### src/rtl/min_share_arb.sv
// rtl/min_share_arb.sv - shared registered unsigned min unit with N-way request arbitration
// MIN_SHARE_ARB_RR_EN selects round-robin arbitration; undefined gives fixed lowest-index priority.
module min_share_arb #(
  parameter int N   = 4,
  parameter int W   = 8,
  parameter int IDW = 2
) (
  input  logic           clk,
  input  logic           rst_n,
  input  logic [N-1:0]   req_valid,
  input  logic [N*W-1:0] req_a,
  input  logic [N*W-1:0] req_b,
  output logic [N-1:0]   req_ready,
  output logic           rsp_valid,
  output logic [W-1:0]   rsp_d,
  output logic [IDW-1:0] rsp_id,
  input  logic           rsp_ready
);

  logic           load;
  logic           win_found;
  logic [IDW-1:0] win_idx;
  logic [IDW-1:0] cand;
  logic [W-1:0]   sel_a;
  logic [W-1:0]   sel_b;
  logic [W-1:0]   min_ab;
  logic           xfer;

  assign load = !rsp_valid || rsp_ready;
  assign xfer = load && win_found;

`ifdef MIN_SHARE_ARB_RR_EN
  logic [IDW-1:0] ptr;

  // Scan starts just after the last grant and visits ptr itself last.
  always_comb begin
    win_found = 1'b0;
    win_idx   = '0;
    cand      = '0;
    for (int k = 1; k <= N; k++) begin
      cand = IDW'((int'(ptr) + k) % N);
      if (!win_found && req_valid[cand]) begin
        win_found = 1'b1;
        win_idx   = cand;
      end
    end
  end

  always_ff @(posedge clk or negedge rst_n) begin
    if (!rst_n) begin
      ptr <= IDW'(N - 1);
    end else if (xfer) begin
      ptr <= win_idx;
    end
  end
`else
  always_comb begin
    win_found = 1'b0;
    win_idx   = '0;
    cand      = '0;
    for (int k = 0; k < N; k++) begin
      cand = IDW'(k);
      if (!win_found && req_valid[cand]) begin
        win_found = 1'b1;
        win_idx   = cand;
      end
    end
  end
`endif

  always_comb begin
    req_ready = '0;
    if (xfer) begin
      req_ready[win_idx] = 1'b1;
    end
  end

  always_comb begin
    sel_a = '0;
    sel_b = '0;
    for (int i = 0; i < N; i++) begin
      if (win_idx == IDW'(i)) begin
        sel_a = req_a[i*W +: W];
        sel_b = req_b[i*W +: W];
      end
    end
  end

  // Ties resolve to operand a.
  assign min_ab = (sel_a < sel_b) ? sel_a : sel_b;

  always_ff @(posedge clk or negedge rst_n) begin
    if (!rst_n) begin
      rsp_valid <= 1'b0;
      rsp_d     <= '0;
      rsp_id    <= '0;
    end else if (load) begin
      rsp_valid <= win_found;
      if (win_found) begin
        rsp_d  <= min_ab;
        rsp_id <= win_idx;
      end
    end
  end

endmodule

### config.mk
export PLATFORM = sky130hd
export DESIGN_NAME = min_share_arb
export DESIGN_NICKNAME = d
export VERILOG_FILES = /design/src/rtl/min_share_arb.sv
export SDC_FILE = /design/constraint.sdc
export NUM_CORES = 1
export LEC_CHECK = 0
export CAP_MARGIN = 40
export CORE_MARGIN = 4
export CORE_UTILIZATION = 34
export CTS_CLUSTER_SIZE = 28
export DETAILED_ROUTE_END_ITERATION = 10
export PLACE_DENSITY = 0.86
export SLEW_MARGIN = 20
export SYNTH_ARGS = -nofsm -noshare
export SYNTH_HDL_FRONTEND = slang
export SYNTH_SLANG_ARGS = --single-unit
### constraint.sdc
create_clock -name clk -period 2.15 [get_ports clk]
set_clock_uncertainty 0.05 [all_clocks]
set_input_delay 0.645 -clock clk [delete_from_list [all_inputs] [get_ports clk]]
set_output_delay 0.645 -clock clk [all_outputs]
set_load 0.03 [all_outputs]
==> flow_results.xml <==
<?xml version="1.0" encoding="UTF-8"?>
<metrics>
  <group name="power_and_ir_drop">
    <metric name="comb_power_share" unit="">0.714</metric>
    <metric name="ir_worst_vdd" unit="uV">210</metric>
    <metric name="netSwitchingFraction" unit="">0.405</metric>
    <metric name="power_frac_clock" unit="">0.124</metric>
    <metric name="pwr_density_cell" unit="nW/um^2">499</metric>
    <metric name="seqPwrFrac" unit="">0.162</metric>
    <metric name="p_leak" unit="nW">1.50</metric>
    <metric name="switchingPower" unit="mW">0.691</metric>
    <metric name="power.internal" unit="mW">1.01</metric>
  </group>
  <group name="setup_path">
    <metric name="crit_path_max_fanout" unit="">6</metric>
    <metric name="crit_path_start_kind" unit="">input port</metric>
    <metric name="timing_worst_setup_path_type" unit="">in2reg</metric>
    <metric name="worst_setup_path_end_kind" unit="">register</metric>
    <metric name="reg2reg_depth" unit="">6</metric>
    <metric name="worst_ep_required" unit="ns">2.22</metric>
    <metric name="worst_ep_arrival_time" unit="ns">3.24</metric>
  </group>
  <group name="global_routing">
    <metric name="globalRoute.busiestLayer" unit="">met2</metric>
    <metric name="grt_pass1_vias" unit="">2658</metric>
    <metric name="grt_start_max_net_pins" unit="">12</metric>
    <metric name="antenna_found_initial" unit="">0</metric>
    <metric name="met3_usage" unit="">0.0637</metric>
    <metric name="grt.met2_usage" unit="">0.568</metric>
    <metric name="combined_global_route_utilization_of_all_metal_layers" unit="">0.331</metric>
    <metric name="grt.met1_usage" unit="">0.343</metric>
    <metric name="globalRoute.totalOverflow" unit="">0</metric>
    <metric name="grt_pass1_wl" unit="um">13300</metric>
  </group>
  <group name="clock_network">
    <metric name="cts.hold.buffers_added" unit="">0</metric>
    <metric name="cts_buffers" unit="">3</metric>
    <metric name="ctsLongestPathBuffers" unit="">2</metric>
    <metric name="cts_num_sinks" unit="">11</metric>
    <metric name="ctsHtreeMaxLevel" unit="">1</metric>
    <metric name="cts_tree" unit="">yes</metric>
    <metric name="clockRootBuffer" unit="">sky130_fd_sc_hd__clkbuf_8</metric>
    <metric name="worstSkewPairLatency" unit="ns">0.24</metric>
    <metric name="clock_transition_time_at_the_flip_flop_clock_pins_of_the_worst_setup_and_hold_paths" unit="ns">0.05</metric>
  </group>
  <group name="status">
    <metric name="status" unit="">finished, violations left</metric>
    <metric name="violations" unit="">negative setup slack</metric>
  </group>
  <group name="placement">
    <metric name="port_buffers" unit="">85</metric>
    <metric name="place.detailed.hpwl" unit="um">4630</metric>
    <metric name="gp_congestion" unit="">0.891</metric>
    <metric name="postPlaceCellArea" unit="um^2">2650</metric>
    <metric name="dp_worst_setup_slack" unit="ns">-1.67</metric>
  </group>
  <group name="worst_hold_path">
    <metric name="timing.hold.worst_path_depth" unit="">2</metric>
    <metric name="worst_hold_path_type" unit="">reg2reg</metric>
  </group>
  <group name="synthesis">
    <metric name="postSynth.asyncResetShare" unit="">1.00</metric>
    <metric name="synthFlopType" unit="">sky130_fd_sc_hd__dfrtp_1</metric>
    <metric name="yosys_warnings" unit="">0</metric>
    <metric name="synth-edff-count" unit="">0</metric>
    <metric name="post-synth-top-area-cell" unit="">sky130_fd_sc_hd__dfrtp_1</metric>
    <metric name="ys_seq_area_frac" unit="">0.195</metric>
    <metric name="synth_top_area_share" unit="">0.195</metric>
    <metric name="synth_cell_type_count" unit="">40</metric>
    <metric name="synthesis.area" unit="um^2">1420</metric>
    <metric name="syn_avg_cell_area" unit="um^2">7.29</metric>
    <metric name="synth_seq_cells" unit="">11</metric>
    <metric name="netlist_instances" unit="">194</metric>
    <metric name="synth.top_cells.by_area" unit="">sky130_fd_sc_hd__dfrtp_1 19%, sky130_fd_sc_hd__a21oi_1 9.2%, sky130_fd_sc_hd__nand2_1 7.7%</metric>
    <metric name="nets_in_the_synthesized_netlist" unit="">272</metric>
  </group>
  <group name="die">
    <metric name="io_pins" unit="">86</metric>
    <metric name="die_height" unit="um">72.5</metric>
    <metric name="design.core.area" unit="um^2">4000</metric>
    <metric name="row_count" unit="">23</metric>
    <metric name="die-width" unit="um">72.5</metric>
    <metric name="design.die.area" unit="um^2">5260</metric>
    <metric name="floorplan.initialDensity" unit="">0.354</metric>
  </group>
  <group name="timing">
    <metric name="share_of_the_clock_period_used_by_the_worst_path" unit="">1.47</metric>
    <metric name="slew_headroom" unit="">0.639</metric>
    <metric name="hold_viol_final" unit="">0</metric>
    <metric name="setup_slack" unit="ns">-1.02</metric>
    <metric name="final_hold_slack" unit="ns">0.439</metric>
    <metric name="post-route-min-period" unit="ns">3.17</metric>
    <metric name="finalSetupTns" unit="ns">-8.20</metric>
    <metric name="fmaxAchievable" unit="GHz">0.315</metric>
    <metric name="timing_worst_slew_pin_value" unit="ns">0.539</metric>
    <metric name="timing.final.setup_violations" unit="">11</metric>
    <metric name="unrepaired_setup_endpoints_after_global_routing" unit="">yes</metric>
    <metric name="drv_slew" unit="">0</metric>
  </group>
  <group name="detailed_routing">
    <metric name="detail_route.wl_per_cell" unit="um">23.4</metric>
    <metric name="drc_violations" unit="">0</metric>
    <metric name="vias" unit="">2530</metric>
    <metric name="drt-vias-per-instance" unit="">6.20</metric>
    <metric name="drt_iter0_markers" unit="">324</metric>
    <metric name="dr.pass1.iters" unit="">5</metric>
    <metric name="postRouteWirelength" unit="um">9570</metric>
    <metric name="postRouteAntennaNets" unit="">0</metric>
  </group>
  <group name="cells_and_area">
    <metric name="fillerInstances" unit="">186</metric>
    <metric name="area_delta_synth_final" unit="%">141</metric>
    <metric name="drive_above_1_share" unit="">0.480</metric>
    <metric name="post-route-cell-area" unit="um^2">3410</metric>
    <metric name="finalNetCount" unit="">437</metric>
    <metric name="antenna-diode-count" unit="">0</metric>
    <metric name="final_core_utilization" unit="">0.854</metric>
  </group>
  <group name="job">
    <metric name="drv_cap" unit="">0</metric>
  </group>
</metrics>
repair_timing:
action,4_1_cts,5_1_grt
pin swaps,43,20
cloned,3,0
setup buffers,34,5
resized for setup,93,36
endpoints found under the setup margin,12,11
worst max-delay path: stages:
cell and delay [ns]:
sky130_fd_sc_hd__buf_8 0.09, sky130_fd_sc_hd__buf_4 0.15, sky130_fd_sc_hd__nor3_2 0.04, sky130_fd_sc_hd__buf_4 0.15, sky130_fd_sc_hd__o21ai_0 0.30, sky130_fd_sc_hd__a31oi_1 0.24, sky130_fd_sc_hd__ha_2 0.26, sky130_fd_sc_hd__a211o_1 0.28
sky130_fd_sc_hd__a211o_2 0.35, sky130_fd_sc_hd__o31ai_4 0.26, sky130_fd_sc_hd__buf_12 0.17, sky130_fd_sc_hd__mux2i_4 0.23, sky130_fd_sc_hd__o21ai_2 0.06
synth_stat cells (all sizes together) (4+ instances only):
master  number
nor2b        4
nor2        16
nand2b      13
o21ai       19
o21a         5
inv          6
nand2       29
mux2i        5
clkbuf       8
buf          5
dfrtp       11
a21oi       26
a31oi        5
a221oi       7
ha           7
path summary, 6_finish.rpt:
check                                           start                     to  slack, ns
worst max-delay path                     req_valid[2]   rsp_d[3]$_DFFE_PN0P_      -1.02
worst min-delay path             rsp_d[3]$_DFFE_PN0P_   rsp_d[3]$_DFFE_PN0P_       0.44
worst max register to register  rsp_valid$_DFFE_PN0P_   rsp_d[2]$_DFFE_PN0P_       0.70
worst min register to register   rsp_d[3]$_DFFE_PN0P_   rsp_d[3]$_DFFE_PN0P_       0.44
max in group asynchronous                       rst_n   rsp_d[6]$_DFFE_PN0P_       1.02
min in group asynchronous                       rst_n  rsp_valid$_DFFE_PN0P_       0.69
power by group through the flow:
stage / logic (mW) / registers (mW) / clock network [mW]
after floorplan: 0.321 / 0.365 / 0
after global placement: 0.790 / 0.274 / 0
after detailed placement: 0.812 / 0.278 / 0
after CTS: 1.05 / 0.275 / 0.214
after global routing: 1.27 / 0.283 / 0.218
final: 1.22 / 0.276 / 0.211
placed cells by master (no fill, tap or decap), types with 4 or more instances in the layout:
master	n
sky130_fd_sc_hd__buf_6	10
sky130_fd_sc_hd__o21a_1	5
sky130_fd_sc_hd__nand2b_4	4
sky130_fd_sc_hd__nand2_1	23
sky130_fd_sc_hd__buf_4	78
sky130_fd_sc_hd__dfrtp_1	11
sky130_fd_sc_hd__nand2b_1	9
sky130_fd_sc_hd__mux2i_1	4
sky130_fd_sc_hd__o21ai_0	7
sky130_fd_sc_hd__a21oi_2	12
sky130_fd_sc_hd__clkdlybuf4s50_1	67
sky130_fd_sc_hd__o21ai_2	5
sky130_fd_sc_hd__o21ai_1	6
sky130_fd_sc_hd__dlygate4sd2_1	8
sky130_fd_sc_hd__a21oi_1	13
sky130_fd_sc_hd__a221oi_2	7
sky130_fd_sc_hd__a31oi_1	4
sky130_fd_sc_hd__ha_4	4
sky130_fd_sc_hd__buf_8	5
sky130_fd_sc_hd__nor2_1	9
metrics by stage:
stage          std cells  total power [mW]
6_report             408              1.70
5_1_grt              408              1.77
4_1_cts              405              1.54
3_5_place_dp         364              1.09
3_3_place_gp         364              1.06
2_1_floorplan        194             0.686
area by class of cell:
type,count,area [um^2],share of cell area
well taps,50,62.6,0.0183
repair buffers,172,1560,0.458
flip-flops and latches,11,275,0.0806
multi-input cells,165,1450,0.423
inverters,6,22.5,0.00660
clock buffers,4,45.0,0.0132
layer usage:
metal | part of all wire | routed length, um
met5 | 0 | 0
met4 | 0.072 | 686
met3 | 0.096 | 920
met2 | 0.48 | 4630
met1 | 0.35 | 3330
cells by family after synthesis:
family	share of synthesized area
AOI/OAI and AO/OA	0.392
and+or+nand+nor	0.248
DFF	0.195
adders and majority gates	0.0619
buffers and inverters	0.0681
muxes	0.0354
registers in the layout, indices dropped and copies added (netlist names):
| name | count |
|---|---|
| rsp_d | 8 |
| rsp_id | 2 |
| rsp_valid | 1 |
Note: power is estimated with default switching activity, not from simulation.
